===== src/rtl/cdb_pkg.sv =====
`default_nettype none
// ============================================================================
// Package     : cdb_pkg
// Description : Common-data-bus shared definitions. Used by the central
//               grant controller and by each combo's local arbiter when it
//               compares cdb[b].select against its own address.
// Revision    : 1.0  initial release
// ============================================================================
package cdb_pkg;

    // Number of common data buses driven by the controller.
    localparam int CDB_COUNT = 2;

    // Width of a select address and the "no owner" value on the bus.
    localparam int ADDR_W = 8;
    localparam logic [ADDR_W-1:0] IDLE_ADDR = 8'hFF;

    typedef logic [ADDR_W-1:0] cdb_addr_t;

    // Width needed to index n units. It is never zero, so a single-unit
    // build still gets a legal vector.
    function automatic int ptr_width(input int n);
        return (n > 1) ? $clog2(n) : 1;
    endfunction

endpackage : cdb_pkg
`default_nettype wire


===== src/rtl/rr_pick2.sv =====
`default_nettype none
// ============================================================================
// Module      : rr_pick2
// Description : Combinational round-robin picker. It scans `eligible` upward
//               from `rr_ptr`, wrapping modulo NUM_UNITS, and returns the
//               first two hits in scan order.
// Ports       : eligible      in  NUM_UNITS  candidate request vector
//               rr_ptr        in  PTR_W      scan start index (< NUM_UNITS)
//               first_idx     out PTR_W      first hit in scan order
//               first_valid   out 1          first_idx is meaningful
//               second_idx    out PTR_W      second hit in scan order
//               second_valid  out 1          second_idx is meaningful
// Revision    : 1.0  initial release
// ============================================================================
module rr_pick2 #(
    parameter int NUM_UNITS = 8,
    parameter int PTR_W     = 3
) (
    input  logic [NUM_UNITS-1:0] eligible,
    input  logic [PTR_W-1:0]     rr_ptr,
    output logic [PTR_W-1:0]     first_idx,
    output logic                 first_valid,
    output logic [PTR_W-1:0]     second_idx,
    output logic                 second_valid
);

    int               w_sum;
    logic [PTR_W-1:0] w_scan;

    always_comb begin
        first_idx    = '0;
        first_valid  = 1'b0;
        second_idx   = '0;
        second_valid = 1'b0;
        w_sum        = 0;
        w_scan       = '0;
        for (int k = 0; k < NUM_UNITS; k++) begin
            // rr_ptr < NUM_UNITS, so a single subtraction is enough to wrap.
            w_sum = int'(rr_ptr) + k;
            if (w_sum >= NUM_UNITS) begin
                w_sum = w_sum - NUM_UNITS;
            end
            w_scan = PTR_W'(w_sum);
            if (eligible[w_scan]) begin
                if (!first_valid) begin
                    first_valid = 1'b1;
                    first_idx   = w_scan;
                end else if (!second_valid) begin
                    second_valid = 1'b1;
                    second_idx   = w_scan;
                end
            end
        end
    end

endmodule : rr_pick2
`default_nettype wire


===== src/rtl/cdb_bus_controller.sv =====
`default_nettype none
// ============================================================================
// Module      : cdb_bus_controller
// Description : Central grant side of the common-data-bus handshake. It
//               samples every unit's get_bus and picks up to two winners per
//               cycle in round-robin order. It then drives the registered
//               owner address of cdb[0] and cdb[1].
// Ports       : clk           in  1             core clock
//               reset         in  1             async active-high reset
//               flush         in  1             drop pending arbitration
//               get_bus       in  NUM_UNITS     per-unit level request
//               bus_hold      in  2             bus b reserved next cycle
//               select        out 2 x ADDR_W    owner address of cdb[0..1]
//               select_valid  out 2             select[b] != IDLE_ADDR
//               granted       out NUM_UNITS     grant vector matching select
// Revision    : 1.0  initial release
// ============================================================================
module cdb_bus_controller #(
    parameter int                NUM_UNITS = 8,
    parameter int                ADDR_W    = cdb_pkg::ADDR_W,
    parameter logic [ADDR_W-1:0] IDLE_ADDR = cdb_pkg::IDLE_ADDR
) (
    input  logic                       clk,
    input  logic                       reset,
    input  logic                       flush,
    input  logic [NUM_UNITS-1:0]       get_bus,
    input  logic [1:0]                 bus_hold,
    output logic [1:0][ADDR_W-1:0]     select,
    output logic [1:0]                 select_valid,
    output logic [NUM_UNITS-1:0]       granted
);

    import cdb_pkg::*;

    localparam int c_PTR_W = ptr_width(NUM_UNITS);
    localparam logic [c_PTR_W-1:0] c_LAST_UNIT = c_PTR_W'(NUM_UNITS - 1);

    logic [1:0][ADDR_W-1:0]      r_select;
    logic [1:0]                  r_select_valid;
    logic [NUM_UNITS-1:0]        r_granted;
    logic [c_PTR_W-1:0]          r_rr_ptr;

    logic [NUM_UNITS-1:0]        w_eligible;
    logic [c_PTR_W-1:0]          w_first_idx;
    logic                        w_first_valid;
    logic [c_PTR_W-1:0]          w_second_idx;
    logic                        w_second_valid;

    logic [1:0]                  w_bus_take;
    logic [1:0][c_PTR_W-1:0]     w_bus_idx;
    logic                        w_any_grant;
    logic [c_PTR_W-1:0]          w_last_idx;

    logic [1:0][ADDR_W-1:0]      w_select_nxt;
    logic [NUM_UNITS-1:0]        w_granted_nxt;
    logic [c_PTR_W-1:0]          w_rr_ptr_nxt;

    // A unit that owns a bus this cycle may still hold get_bus high, because
    // it only drops it after seeing its grant. It is masked so that it is
    // not granted twice.
    assign w_eligible = get_bus & ~r_granted;

    rr_pick2 #(
        .NUM_UNITS (NUM_UNITS),
        .PTR_W     (c_PTR_W)
    ) u_rr_pick2 (
        .eligible     (w_eligible),
        .rr_ptr       (r_rr_ptr),
        .first_idx    (w_first_idx),
        .first_valid  (w_first_valid),
        .second_idx   (w_second_idx),
        .second_valid (w_second_valid)
    );

    // Steer winners onto free buses. When one bus is held, the first winner
    // moves to the other bus and the second winner waits. The pointer then
    // advances past the last unit actually granted, so the waiting unit
    // comes first next time.
    always_comb begin
        w_bus_take    = 2'b00;
        w_bus_idx     = '0;
        w_any_grant   = 1'b0;
        w_last_idx    = '0;
        w_select_nxt  = {IDLE_ADDR, IDLE_ADDR};
        w_granted_nxt = '0;
        w_rr_ptr_nxt  = r_rr_ptr;

        if (!flush) begin
            case (bus_hold)
                2'b00: begin
                    w_bus_take   = {w_second_valid, w_first_valid};
                    w_bus_idx[0] = w_first_idx;
                    w_bus_idx[1] = w_second_idx;
                end
                2'b01: begin
                    w_bus_take   = {w_first_valid, 1'b0};
                    w_bus_idx[1] = w_first_idx;
                end
                2'b10: begin
                    w_bus_take   = {1'b0, w_first_valid};
                    w_bus_idx[0] = w_first_idx;
                end
                default: begin
                    w_bus_take = 2'b00;
                end
            endcase

            // A second winner is only ever taken onto bus 1 with both free.
            if (w_bus_take == 2'b11) begin
                w_any_grant = 1'b1;
                w_last_idx  = w_second_idx;
            end else if (w_bus_take != 2'b00) begin
                w_any_grant = 1'b1;
                w_last_idx  = w_first_idx;
            end

            for (int b = 0; b < 2; b++) begin
                if (w_bus_take[b]) begin
                    w_select_nxt[b]              = ADDR_W'(w_bus_idx[b]);
                    w_granted_nxt[w_bus_idx[b]]  = 1'b1;
                end
            end

            if (w_any_grant) begin
                w_rr_ptr_nxt = (w_last_idx == c_LAST_UNIT) ? '0
                                                           : w_last_idx + 1'b1;
            end
        end
    end

    always_ff @(posedge clk or posedge reset) begin
        if (reset) begin
            r_select       <= {IDLE_ADDR, IDLE_ADDR};
            r_select_valid <= 2'b00;
            r_granted      <= '0;
            r_rr_ptr       <= '0;
        end else begin
            r_select       <= w_select_nxt;
            r_select_valid <= w_bus_take;
            r_granted      <= w_granted_nxt;
            r_rr_ptr       <= w_rr_ptr_nxt;
        end
    end

    assign select       = r_select;
    assign select_valid = r_select_valid;
    assign granted      = r_granted;

    // Two buses must never name the same owner.
    a_distinct_owner : assert property (
        @(posedge clk) disable iff (reset)
        (r_select[0] != r_select[1]) ||
        ((r_select[0] == IDLE_ADDR) && (r_select[1] == IDLE_ADDR))
    );

endmodule : cdb_bus_controller
`default_nettype wire


===== config.mk =====
export PLATFORM = sky130hd
export DESIGN_NAME = cdb_bus_controller
export DESIGN_NICKNAME = d
export VERILOG_FILES = /design/src/rtl/cdb_pkg.sv /design/src/rtl/rr_pick2.sv /design/src/rtl/cdb_bus_controller.sv
export SDC_FILE = /design/constraint.sdc
export NUM_CORES = 1
export LEC_CHECK = 0
export CAP_MARGIN = 20
export CORE_MARGIN = 10
export CORE_UTILIZATION = 46
export DETAILED_ROUTE_END_ITERATION = 8
export GPL_TIMING_DRIVEN = 0
export HOLD_SLACK_MARGIN = 0.06
export PLACE_DENSITY = 0.79
export SYNTH_ARGS = -nofsm -noshare
export SYNTH_HDL_FRONTEND = slang
export SYNTH_HIERARCHICAL = 1
export SYNTH_SLANG_ARGS = --single-unit

===== constraint.sdc =====
create_clock -name clk -period 10.7 [get_ports clk]
set_input_delay 2.14 -clock clk [delete_from_list [all_inputs] [get_ports clk]]
set_output_delay 2.14 -clock clk [all_outputs]
set_load 0.02 [all_outputs]

# Word level (Yosys, flattened, before mapping)
# Index checks and enable logic that the tools add are counted.
# word_totals
ff_bits,29
in_bits,13
wordCells,162
# classes
add_sub_neg,16
order_cmp,20
eq_ne,4
muxes,107
bitwise,4
reduce_logical,6
# ops
operator,count
$mux W3,50
$mux W8,6
$lt A3 B4 Y1 const B,10
$mux W1,36
$ge A4 B4 Y1 const B,7
$bmux W1 S3,8
$sub A3 B1 Y3 const B,8
$add A3 B3 Y4 const B,4
$mux W16,1
$add A3 B2 Y4 const B,2
$and A8 B8 Y8,1
$not A8 Y8,1
$or A8 B8 Y8,1
$demux W1 S3,2
$ge A3 B1 Y1 const B,2
$pmux W2 S3,1
$pmux W3 S2,1
$add A3 B1 Y4 const B,1
$eq A2 B2 Y1 const B,2
$ge A3 B4 Y1 const B,1
$mux W2,2
$add A3 B1 Y3 const B,1
$eq A3 B3 Y1 const B,1
$eq A2 B1 Y1 const B,1
other kinds (6),7

# Logic depth before layout (Yosys ltp)
# Gate-level depths: netlist of run 1.
# logic_depth
depth_word,34
mapped_depth,20
depth_no_buf,16

# By module
# The synthesis of run 1 kept the hierarchy.
# by_module_without_submodules
module,n_inst,cells_each,area_per_inst_um2,seq_area_each_um2
rr_pick2,1,169,1239.9,0.0
cdb_bus_controller,1,120,1217.4,535.5

# Worst setup path after synthesis of run 1
# No wires, ideal clock.
# synth_timing
path_kind,in2reg
startpoint,input port get_bus[7]
endpoint,register r_rr_ptr[2]
setup_ns,0.128
arrival_ns,5.749
required_time_ns,10.572
slack_ns,4.824
stages,15
path_buffers,1
path_cell_list,nor2b_1 -> mux4_2 -> mux2i_2 -> nand3_1 -> or2_1 -> clkbuf_1 -> mux2i_1 -> a2111oi_0 -> o32ai_2 -> mux2i_1 -> nor3_1 -> a211o_1 -> ha_1 -> ha_1 -> mux2_1
# synth_between
elab_chain_cells,28
# synth_lines
item,line_no,source
start: declaration,cdb_bus_controller.sv:26,"input logic [NUM_UNITS-1:0] get_bus,"
$and A8 B8 Y8 (*),cdb_bus_controller.sv:61,assign w_eligible = get_bus & ~r_granted;
$bmux W1 S3,rr_pick2.sv:44,if (eligible[w_scan]) begin
$mux W1 (not written as such),rr_pick2.sv:44,
$mux W1,rr_pick2.sv:44,
$mux W3 or $mux W1 (tied branches),rr_pick2.sv:45,if (!first_valid) begin
$mux W3 or $mux W1 (tied branches),rr_pick2.sv:44,
$mux W3,rr_pick2.sv:48,end else if (!second_valid) begin
$mux W3,rr_pick2.sv:45,
[... 13 more ...],-,
$mux W3,rr_pick2.sv:48,
$mux W3,rr_pick2.sv:45,
$mux W3 (*),rr_pick2.sv:44,
net w_second_idx[0],cdb_bus_controller.sv:46,logic [c_PTR_W-1:0] w_second_idx;
$mux W3 (*),cdb_bus_controller.sv:109,if (w_bus_take == 2'b11) begin
$mux W3 (*),cdb_bus_controller.sv:88,if (!flush) begin
$add A3 B1 Y3 or $eq A3 B3 Y1 (tied branches),"cdb_bus_controller.sv:126, cdb_bus_controller.sv:125",
$mux W3 (*),cdb_bus_controller.sv:125,w_rr_ptr_nxt = (w_last_idx == c_LAST_UNIT) ? '0
end signal: assignment,cdb_bus_controller.sv:141,r_rr_ptr <= w_rr_ptr_nxt;
end: declaration,cdb_bus_controller.sv:41,logic [c_PTR_W-1:0] r_rr_ptr;
# Mark *: on every way through the listed nets, which the timed path passes. The rest lies on a longest branch. The select of a mux whose other input is x is not followed.
# A chain may end at the register's enable or synchronous reset.

# Worst setup path after layout of run 1
# layout_timing
startpoint,input port get_bus[7]
endpoint,register r_rr_ptr[2]
# layout_between
elab_chain_cells,28
# layout_lines
item,line_no,source
$and A8 B8 Y8 (*),cdb_bus_controller.sv:61,
net w_eligible[7],cdb_bus_controller.sv:43,logic [NUM_UNITS-1:0] w_eligible;
$bmux W1 S3,rr_pick2.sv:44,
$mux W1 (not written as such),rr_pick2.sv:44,
$mux W1,rr_pick2.sv:44,
$mux W3 or $mux W1 (tied branches),rr_pick2.sv:45,
$mux W3 or $mux W1 (tied branches),rr_pick2.sv:44,
$mux W3,rr_pick2.sv:48,
[... 14 more ...],-,
$mux W3,rr_pick2.sv:48,
$mux W3,rr_pick2.sv:45,
$mux W3 (*),rr_pick2.sv:44,
net w_second_idx[0],cdb_bus_controller.sv:46,
$mux W3 (*),cdb_bus_controller.sv:109,
$mux W3 (*),cdb_bus_controller.sv:88,
$add A3 B1 Y3 or $eq A3 B3 Y1 (tied branches),"cdb_bus_controller.sv:126, cdb_bus_controller.sv:125",
$mux W3 (*),cdb_bus_controller.sv:125,
# Marked as above.

==> results of run 1 <==
==> layout make-up <==
class	count	area [µm²]	share of cell area, %
Clock buffer	3	41.3	1.40
Inverter	17	63.8	2.16
Multi-Input combinational cell	225	1690	57.3
Timing Repair Buffer	36	360	12.2
Buffer	26	164	5.55
Clock inverter	1	7.51	0.254
Tap cell	70	87.6	2.96
Sequential cell	21	536	18.1
==> state kept, by name, indices dropped and copies added, names as in the netlist <==
register,flops
select,8
r_rr_ptr,3
select_valid,2
granted,8
==> layout by cell type (no fill, tap or decap), drive strengths merged, types with 3 or more instances in the layout <==
master	n
o32ai	3
buf	21
mux4	8
nand4	4
o31ai	4
nor2	15
a221oi	3
nor4b	3
inv	17
o21ai	18
a31oi	7
a211oi	3
nand2	32
nor2b	9
dfrtp	13
nor3	6
o22ai	3
nand3b	3
clkbuf	8
o32a	3
nand2b	4
xor2	3
dfstp	8
nand3	8
a21oi	19
mux2i	15
and2	5
mux2	6
clkdlybuf4s50	36
ha	6
==> metal layers <==
metal	vias up	GRT usage, %
met5	-	0
met2	73	28.7
li1	1161	-
met4	0	3.86
met1	1178	18.4
met3	15	2.16
==> worst max-delay path by stage <==
stage                       end  slack [ps]  depth (start not counted)
finish              r_rr_ptr[2]        4070                         16
global route        r_rr_ptr[2]        3840                         16
CTS                 r_rr_ptr[2]        4090                         16
detailed placement  r_rr_ptr[2]        3830                         16
global placement    r_rr_ptr[2]        3930                         16
floorplan           r_rr_ptr[2]        4820                         15
==> logic make-up after synthesis <==
| logic type | synth area share, % |
|---|---|
| compound gates | 24.2 |
| xor+xnor | 1.78 |
| fa+ha+maj | 3.92 |
| buf+inv | 9.27 |
| flops | 21.8 |
| mux | 17.0 |
| simple gates | 22.0 |
==> stage by stage <==
stage	util, %	hold WS (ps)	cells	setup slack, ps	cell area, µm²
2_1_floorplan	-	459	289	4820	2460
3_3_place_gp	56.5	478	395	3930	2910
3_5_place_dp	56.5	480	395	3830	2910
4_1_cts	57.5	500	399	4090	2950
5_1_grt	57.5	522	399	3840	2950
6_report	57.5	492	399	4070	2950
==> results.ini, run 1 <==
[cts]
clk_pin_slew_ps = 80
worstSkewPairLatency_ps = 260
cts-root-buf = clkbuf_8
ctsResizeCount = 0
clock_path_buffers = 2
cts_tree = built
cts_max_level = 1
numCtsBuffers = 3
cts.sinks = 21
post_cts_buffers = 0
postCtsHoldBufs = 0

[synth]
ys_warn_count = 6
ys_seq_elements = 21
dominantRegCellSynth = dfrtp_1
syn-num-nets = 308
synth_cell_types = 73
yosysTopAreaCell = dfrtp_1
yosysSeqAreaShare_pct = 21.8
netlist_instances = 289
synth-edff-count = 0
netlist_area_um2 = 2460
synth_common_cells = nand2_1, a21oi_1, inv_1
yosysMostFrequentCell = nand2_1
syn_avg_cell_area_um2 = 8.50
netlist_top_cells_area = dfrtp_1, dfstp_2, mux4_2
async_reset_ff_share_pct = 100
synth_top_area_share_pct = 13.2

[place]
port-buffer-count = 36
place.gp.congestion = 0.921
dp_hpwl_um = 5360

[cells_and_area]
diodes = 0
drive_above_1_share_pct = 17.6
nNetsFinal = 349
syn_to_final_growth_pct = 20.2
fill_cells = 500

[setup_path]
critical_path.endpoint_type = flip-flop
arrival_ps = 6780
crit_family = multiplexers
slowest_delay_ps = 570
crit_start = get_bus[7]
critPathBufInv = 2
crit_path_top_delay_cell = mux4_2
worst_r2r_path_depth = 18
r2r-end = r_rr_ptr[2]
crit_required_ps = 10850
reg2reg_slack_ps = 5310
reg2reg_from = r_rr_ptr[0]
critPathLaunchType = primary input
cp_max_fo = 9
path_cells = clkdlybuf4s50_1, nor2b_1, mux4_2, mux2i_2, nand3_1, or2_1, clkbuf_1, mux2i_1, a2111oi_0, o32ai_2, mux2i_1, nor3_1, a211o_1, ha_1, ha_1, mux2_1
criticalPathCategory = in -> reg

[routing]
drtAntennaViolNets = 0
met3_length_um = 384
top_layer = met4
vias = 2427
wl_met2_um = 3480
drt_pass1_iterations = 4
wl_met1_um = 2800
drt-total-wl_um = 6810
viasPerCell = 6.08
drt_iter0_markers = 181
wire_per_inst_um = 17.1
route.detailed.drc = 0

[timing]
slew_viol_final = 0
hold_violations = 0
rsz0062_at_grt = no
worst_slew_pin_slew_ps = 785
fmax_mhz = 151
fin_crit_sh_pct = 62.0
skew_ps = 1.10
min_period_ps = 6630
finalSetupViolations = 0
relSlewSlack_pct = 47.6
finalSetupTns_ps = 0

[die]
rows = 26
die_w_um = 93.1
die_h_um = 93.1
coreArea_um2 = 5140
ios = 39
start_util_pct = 47.8
dieArea_um2 = 8670

[run_status]
outcome = finished clean

[global_routing]
grt_pass1_wl_um = 11400
globalRouteTotalUtil_pct = 15.6
antenna_found_initial = 0
grt_overflow = 0
grt_pass1_vias = 2340
grt_max_degree = 22

[min_path]
hp-class = reg -> reg
whs_path_depth = 1
holdCritStartpoint = r_rr_ptr[2]
min_to = r_rr_ptr[2]

[flow_run]
drv_cap = 0

Power of run 1 is not shown: default switching activity piles up to over one toggle a cycle in this logic, so the estimate is an artifact.
==> inputs of run 2 (changes only) <==
--- a/config.mk
+++ b/config.mk
@@ -11,7 +11,7 @@
 export DETAILED_ROUTE_END_ITERATION = 8
 export GPL_TIMING_DRIVEN = 0
 export HOLD_SLACK_MARGIN = 0.06
-export PLACE_DENSITY = 0.79
+export PLACE_DENSITY = 0.82
 export SYNTH_ARGS = -nofsm -noshare
 export SYNTH_HDL_FRONTEND = slang
 export SYNTH_HIERARCHICAL = 1
==> constraint.sdc (replaced) <==
create_clock -name clk -period 5.6 [get_ports clk]
set_input_delay 1.12 -clock clk [delete_from_list [all_inputs] [get_ports clk]]
set_output_delay 1.12 -clock clk [all_outputs]
set_load 0.02 [all_outputs]
==> run 2 against run 1 <==
  * Via count increased by 2.1%
  * Routed wire length increased by 3.5%
  * Critical path depth unchanged
  * First-iteration DRC count decreased by 5.5%
  * Die area unchanged
  * Worst hold slack improved by 20 ps
  * Sequential share of layout area decreased by 0.11 points
==> results.ini, run 2 (synthesized netlist as in run 1, its figures left out) <==
[run_status]
outcome = finished clean

[timing]
min_period_ps = 5360
fmax_mhz = 187
relSlewSlack_pct = 50.8
skew_ps = 4.21
slew_viol_final = 0
finalSetupTns_ps = 0
finalSetupViolations = 0
fin_crit_sh_pct = 95.7
hold_violations = 0
rsz0062_at_grt = no
worst_slew_pin_slew_ps = 730

[die]
die_w_um = 93.1
start_util_pct = 47.8
rows = 26
coreArea_um2 = 5140
ios = 39
die_h_um = 93.1
dieArea_um2 = 8670

[cts]
clk_pin_slew_ps = 70
cts_max_level = 1
clock_path_buffers = 2
cts-root-buf = clkbuf_8
cts.sinks = 21
postCtsHoldBufs = 0
cts_tree = built
worstSkewPairLatency_ps = 260
numCtsBuffers = 3

[cells_and_area]
syn_to_final_growth_pct = 20.9
diodes = 0
nNetsFinal = 350
drive_above_1_share_pct = 18.2
final_common_cell = clkdlybuf4s50_1
final_cell_mix = clkdlybuf4s50_1, nand2_1, a21oi_1

[routing]
drt_pass1_iterations = 5
met3_length_um = 482
top_layer = met4
drt_iter0_markers = 171
wire_per_inst_um = 17.6
drt-total-wl_um = 7050
route.detailed.drc = 0
viasPerCell = 6.20
vias = 2478
wl_met1_um = 2830
drtAntennaViolNets = 0
wl_met2_um = 3610

[global_routing]
grt_max_degree = 22
grt_pass1_vias = 2424
grt_pass1_wl_um = 11800
grt_overflow = 0
globalRouteTotalUtil_pct = 16.3
antenna_found_initial = 0

[setup_path]
arrival_ps = 5510
reg2reg_from = r_rr_ptr[0]
cp_max_fo = 9
r2r-end = r_rr_ptr[2]
critical_path.endpoint_type = flip-flop
cp-endpoint = r_rr_ptr[2]
critPathLaunchType = primary input
crit_path_top_delay_cell = mux4_2
path_cells = clkdlybuf4s50_1, nor2b_1, mux4_2, mux2i_4, nand3_1, or2_1, clkbuf_1, mux2i_1, a2111oi_1, o32ai_2, mux2i_1, nor3_1, a211o_1, ha_1, ha_1, mux2_1
worst_r2r_path_depth = 18
crit_required_ps = 5750
reg2reg_slack_ps = 430
slowest_delay_ps = 590
crit_start = get_bus[7]
criticalPathCategory = in -> reg

[flow_run]
drv_cap = 0

[place]
port-buffer-count = 36
dp_hpwl_um = 5510
place.gp.congestion = 0.905

[min_path]
holdCritStartpoint = r_rr_ptr[2]
hp-class = reg -> reg

## run 2: per-stage QoR
step / hold WS, ps / cell area (µm²) / cells / util (%) / setup slack, ps
after floorplan: 459 / 2460 / 289 / - / 744
after global placement: 482 / 2910 / 395 / 56.5 / -179
after detailed placement: 499 / 2910 / 395 / 56.5 / -190
after CTS: 515 / 2950 / 399 / 57.4 / 56.0
after global routing: 535 / 2970 / 400 / 57.8 / 39.1
final: 512 / 2970 / 400 / 57.8 / 241
## run 2: repair_timing
item,in CTS,in global routing
setup endpoints to repair,0,2
hold endpoints to repair,0,0
buffers inserted,0,1
resized for setup,0,6
## run 2: area by class of cell
cell class | count | area [µm²]
Buffer | 26 | 166
Clock buffer | 4 | 45.0
Fill cell | 487 | 2170
Inverter | 17 | 63.8
Multi-Input combinational cell | 225 | 1710
Sequential cell | 21 | 536
Tap cell | 70 | 87.6
Timing Repair Buffer | 37 | 368
## run 2: worst min-delay path by stage
stage                  endpoint  slack [ps]  cells past startpoint
floorplan           r_rr_ptr[2]         460                      1
global placement    r_rr_ptr[2]         480                      1
detailed placement  r_rr_ptr[2]         500                      1
CTS                 r_rr_ptr[2]         520                      1
global route        r_rr_ptr[2]         540                      1
finish              r_rr_ptr[2]         510                      1
## run 2: layer usage
metal | GRT usage, % | up-vias
met1 | 18.6 | 1193
met2 | 29.1 | 111
met3 | 3.20 | 13
met4 | 6.43 | 0
li1 | - | 1161
met5 | 0 | -
## run 2: critical path, delay by kind of cell
family | cells | cell delay, ps
multiplexers | 5 | 1600
AO/OA/AOI/OAI | 3 | 1020
adder cells (fa/ha/maj) | 2 | 460
AND/OR/NAND/NOR | 4 | 710
buffers and inverters | 2 | 570
Power of run 2 is left out for the same reason.
==> inputs of run 3 (changes only) <==
--- a/config.mk
+++ b/config.mk
@@ -12,6 +12,7 @@
 export GPL_TIMING_DRIVEN = 0
 export HOLD_SLACK_MARGIN = 0.06
 export PLACE_DENSITY = 0.82
+export SKIP_CTS_REPAIR_TIMING = 1
 export SYNTH_ARGS = -nofsm -noshare
 export SYNTH_HDL_FRONTEND = slang
 export SYNTH_HIERARCHICAL = 1
==> results of run 3 <==
Same layout as run 2: the final DEF is identical, and so are final timing and power.
Power of run 3 is left out for the same reason.
==> edit, RTL diff (settings of run 3) <==
`NUM_UNITS` is set to 8 in 2 places; all go to 4.
--- a/src/rtl/rr_pick2.sv
+++ b/src/rtl/rr_pick2.sv
@@ -13,7 +13,7 @@
 // Revision    : 1.0  initial release
 // ============================================================================
 module rr_pick2 #(
-    parameter int NUM_UNITS = 8,
+    parameter int NUM_UNITS = 4,
     parameter int PTR_W     = 3
 ) (
     input  logic [NUM_UNITS-1:0] eligible,
--- a/src/rtl/cdb_bus_controller.sv
+++ b/src/rtl/cdb_bus_controller.sv
@@ -16,7 +16,7 @@
 // Revision    : 1.0  initial release
 // ============================================================================
 module cdb_bus_controller #(
-    parameter int                NUM_UNITS = 8,
+    parameter int                NUM_UNITS = 4,
     parameter int                ADDR_W    = cdb_pkg::ADDR_W,
     parameter logic [ADDR_W-1:0] IDLE_ADDR = cdb_pkg::IDLE_ADDR
 ) (
Ports: changed (resized get_bus and granted); port bits go from 39 to 31. The function was not compared with the original's and may differ.
==> edit against run 3 <==
- routed wire length shrank 48%
- highest routed layer is now met3
- worst hold slack gained 0.12 ns
- sequential cell count shrank 7
- largest cell class unchanged
- maximum frequency grew 20%
- critical endpoint is now r_rr_ptr[1]$_DFFE_PP0P_
- area after synthesis shrank 45%
- worst setup slack gained 0.90 ns
- design area shrank 42%
==> edit: results (changes against run 3) <==
| Metric | Value |
|---|---|
| Status | finished clean |
| Ys async rst share | 100% (unchanged) |
| Max reg flops | 6 |
| Register area share after synthesis | 26.3% (+4.5 points) |
| Clock root cell | clkbuf_4 |
| Estimated wirelength of the detail-placed design | 2.84 mm (-48%) |
| Clock transition at path regs | 0.08 ns |
| Nets@finish | 202 (-42%) |
| H-tree lvl count | 1 (unchanged) |
| Worst-Skew Late Latency | 0.28 ns (+0.02 ns) |
| FF-to-FF setup slack | 2.07 ns (+1.64 ns) |
| N_diodes | 0 (unchanged) |
| Leakage | 0.731 nW |
| Ys flop type | dfrtp_1 |
| Initial antenna violation count | 0 (unchanged) |
| Worst path top cell family by delay | compound AO/OA/AOI/OAI gates |
| Count of cell types in the netlist | 55 (-25%) |
| Largest fanout on the critical path | 10 (+1) |
| Worst Tran Pin Value | 0.525 ns (-0.205 ns) |
| Clock tree buffer depth | 2 (unchanged) |
| Placed inst area | 1700 um2 (-41%) |
| WL per Instance | 16.5 um (-6.4%) |
| Vias | 1321 (-47%) |
| Peak supply drop | 0.277 mV |
| Slowest CP cell | clkdlybuf4s50_1 |
| WP data arrival | 4.62 ns (-0.89 ns) |
| Hold crit path type | reg -> reg |
| IO buf count | 30 (-17%) |
| Largest net degree at the start of global routing | 15 (-32%) |
| Ranking of synthesized cells by area | dfrtp_1 15%, dfstp_2 12%, buf_4 6.6%, mux2i_1 4.4%, nor4bb_1 4.4% |
| Hold path cells | 2 (+1) |
| Crit Reg-Reg Startpoint | granted[0]$_DFF_PP0_ |
| Cts bufs inserted | 3 (unchanged) |
| Share of cells above drive strength 1 | 19.5% (+1.3 points) |
| Synth top cells by count | 12 x buf_4, 11 x a21oi_1, 10 x nand2_1, 9 x inv_1 |
| Pre-antenna DRT Iters | 4 (-1) |
| Starting DRT DRC Count | 86 (-50%) |
| First-pass GRT wire length | 6.02 mm (-49%) |
| Delay of the slowest critical-path stage | 0.45 ns (-0.14 ns) |
| Min-Delay Endpoint | r_rr_ptr[0]$_DFFE_PP0P_ |
| Hold_sp | r_rr_ptr[0]$_DFFE_PP0P_ |
| YS warnings | 6 (unchanged) |
| Clock skew | 0.00116 ns (-0.00306 ns) |
| Hold Slack | 0.633 ns (+0.121 ns) |
| Worst Reg2Reg Path Length in Cells | 14 (-4) |
| Final GP Congestion | 0.935 (+3.3%) |
| Post-synth net total | 167 (-46%) |
| RR Endpoint | r_rr_ptr[1]$_DFFE_PP0P_ |
| Tot GR Track Use | 13.1% (-3.2 points) |
==> edit: through the flow <==
stage	cells	setup slack, ns
2_1_floorplan	156	1.86
3_3_place_gp	217	0.990
3_5_place_dp	217	0.931
4_1_cts	221	1.21
5_1_grt	221	0.901
6_report	221	1.14
==> edit: worst min-delay path, delay by kind of cell (launching register included) <==
family,cells,cell delay [ns]
buffers and inverters,1,0.08
DFF,1,0.46
muxes,1,0.06
==> edit: cell type report <==
class                           instances  area (um2)
Fill cell                             221        1070
Multi-Input combinational cell        110         821
Sequential cell                        14         358
Timing Repair Buffer                   30         300
Buffer                                 23         149
Tap cell                               31        38.8
Clock buffer                            4        36.3
Inverter                                9        33.8
==> edit: worst max-delay path by stage <==
| stage | from | end | slack, ns | cells after the start |
|---|---|---|---|---|
| after global placement | get_bus[0] | r_rr_ptr[1]$_DFFE_PP0P_ | 0.99 | 15 |
| after detailed placement | get_bus[0] | r_rr_ptr[1]$_DFFE_PP0P_ | 0.93 | 15 |
| after global routing | get_bus[0] | r_rr_ptr[1]$_DFFE_PP0P_ | 0.90 | 15 |
| after floorplan | get_bus[0] | r_rr_ptr[1]$_DFFE_PP0P_ | 1.86 | 14 |
| after CTS | get_bus[0] | r_rr_ptr[1]$_DFFE_PP0P_ | 1.21 | 15 |
| final | get_bus[0] | r_rr_ptr[1]$_DFFE_PP0P_ | 1.14 | 15 |
==> edit: logic make-up after synthesis <==
| family | Yosys count | share of synthesized area [%] |
|---|---|---|
| xor+xnor | 1 | 0.643 |
| compound gates | 42 | 21.9 |
| simple gates | 56 | 28.2 |
| mux | 9 | 7.72 |
| flops | 14 | 26.3 |
| fa+ha+maj | 2 | 1.84 |
| buf+inv | 32 | 13.4 |
==> edit: metal layers <==
metal  track usage (%)  vias to the layer above  share of wire (%)
met2              21.4                       50                 50
li1                  -                      642                  -
met5                 0                        -                  0
met3              3.19                        0                7.2
met4              2.31                        0                  0
met1              17.3                      629                 43
==> edit: report_power, final <==
group | switching (W) | internal [W] | total (W)
clock network | 0.0000309 | 0.0000396 | 0.0000705
registers | 0.0000227 | 0.000128 | 0.000151
logic | 0.000263 | 0.000206 | 0.000468
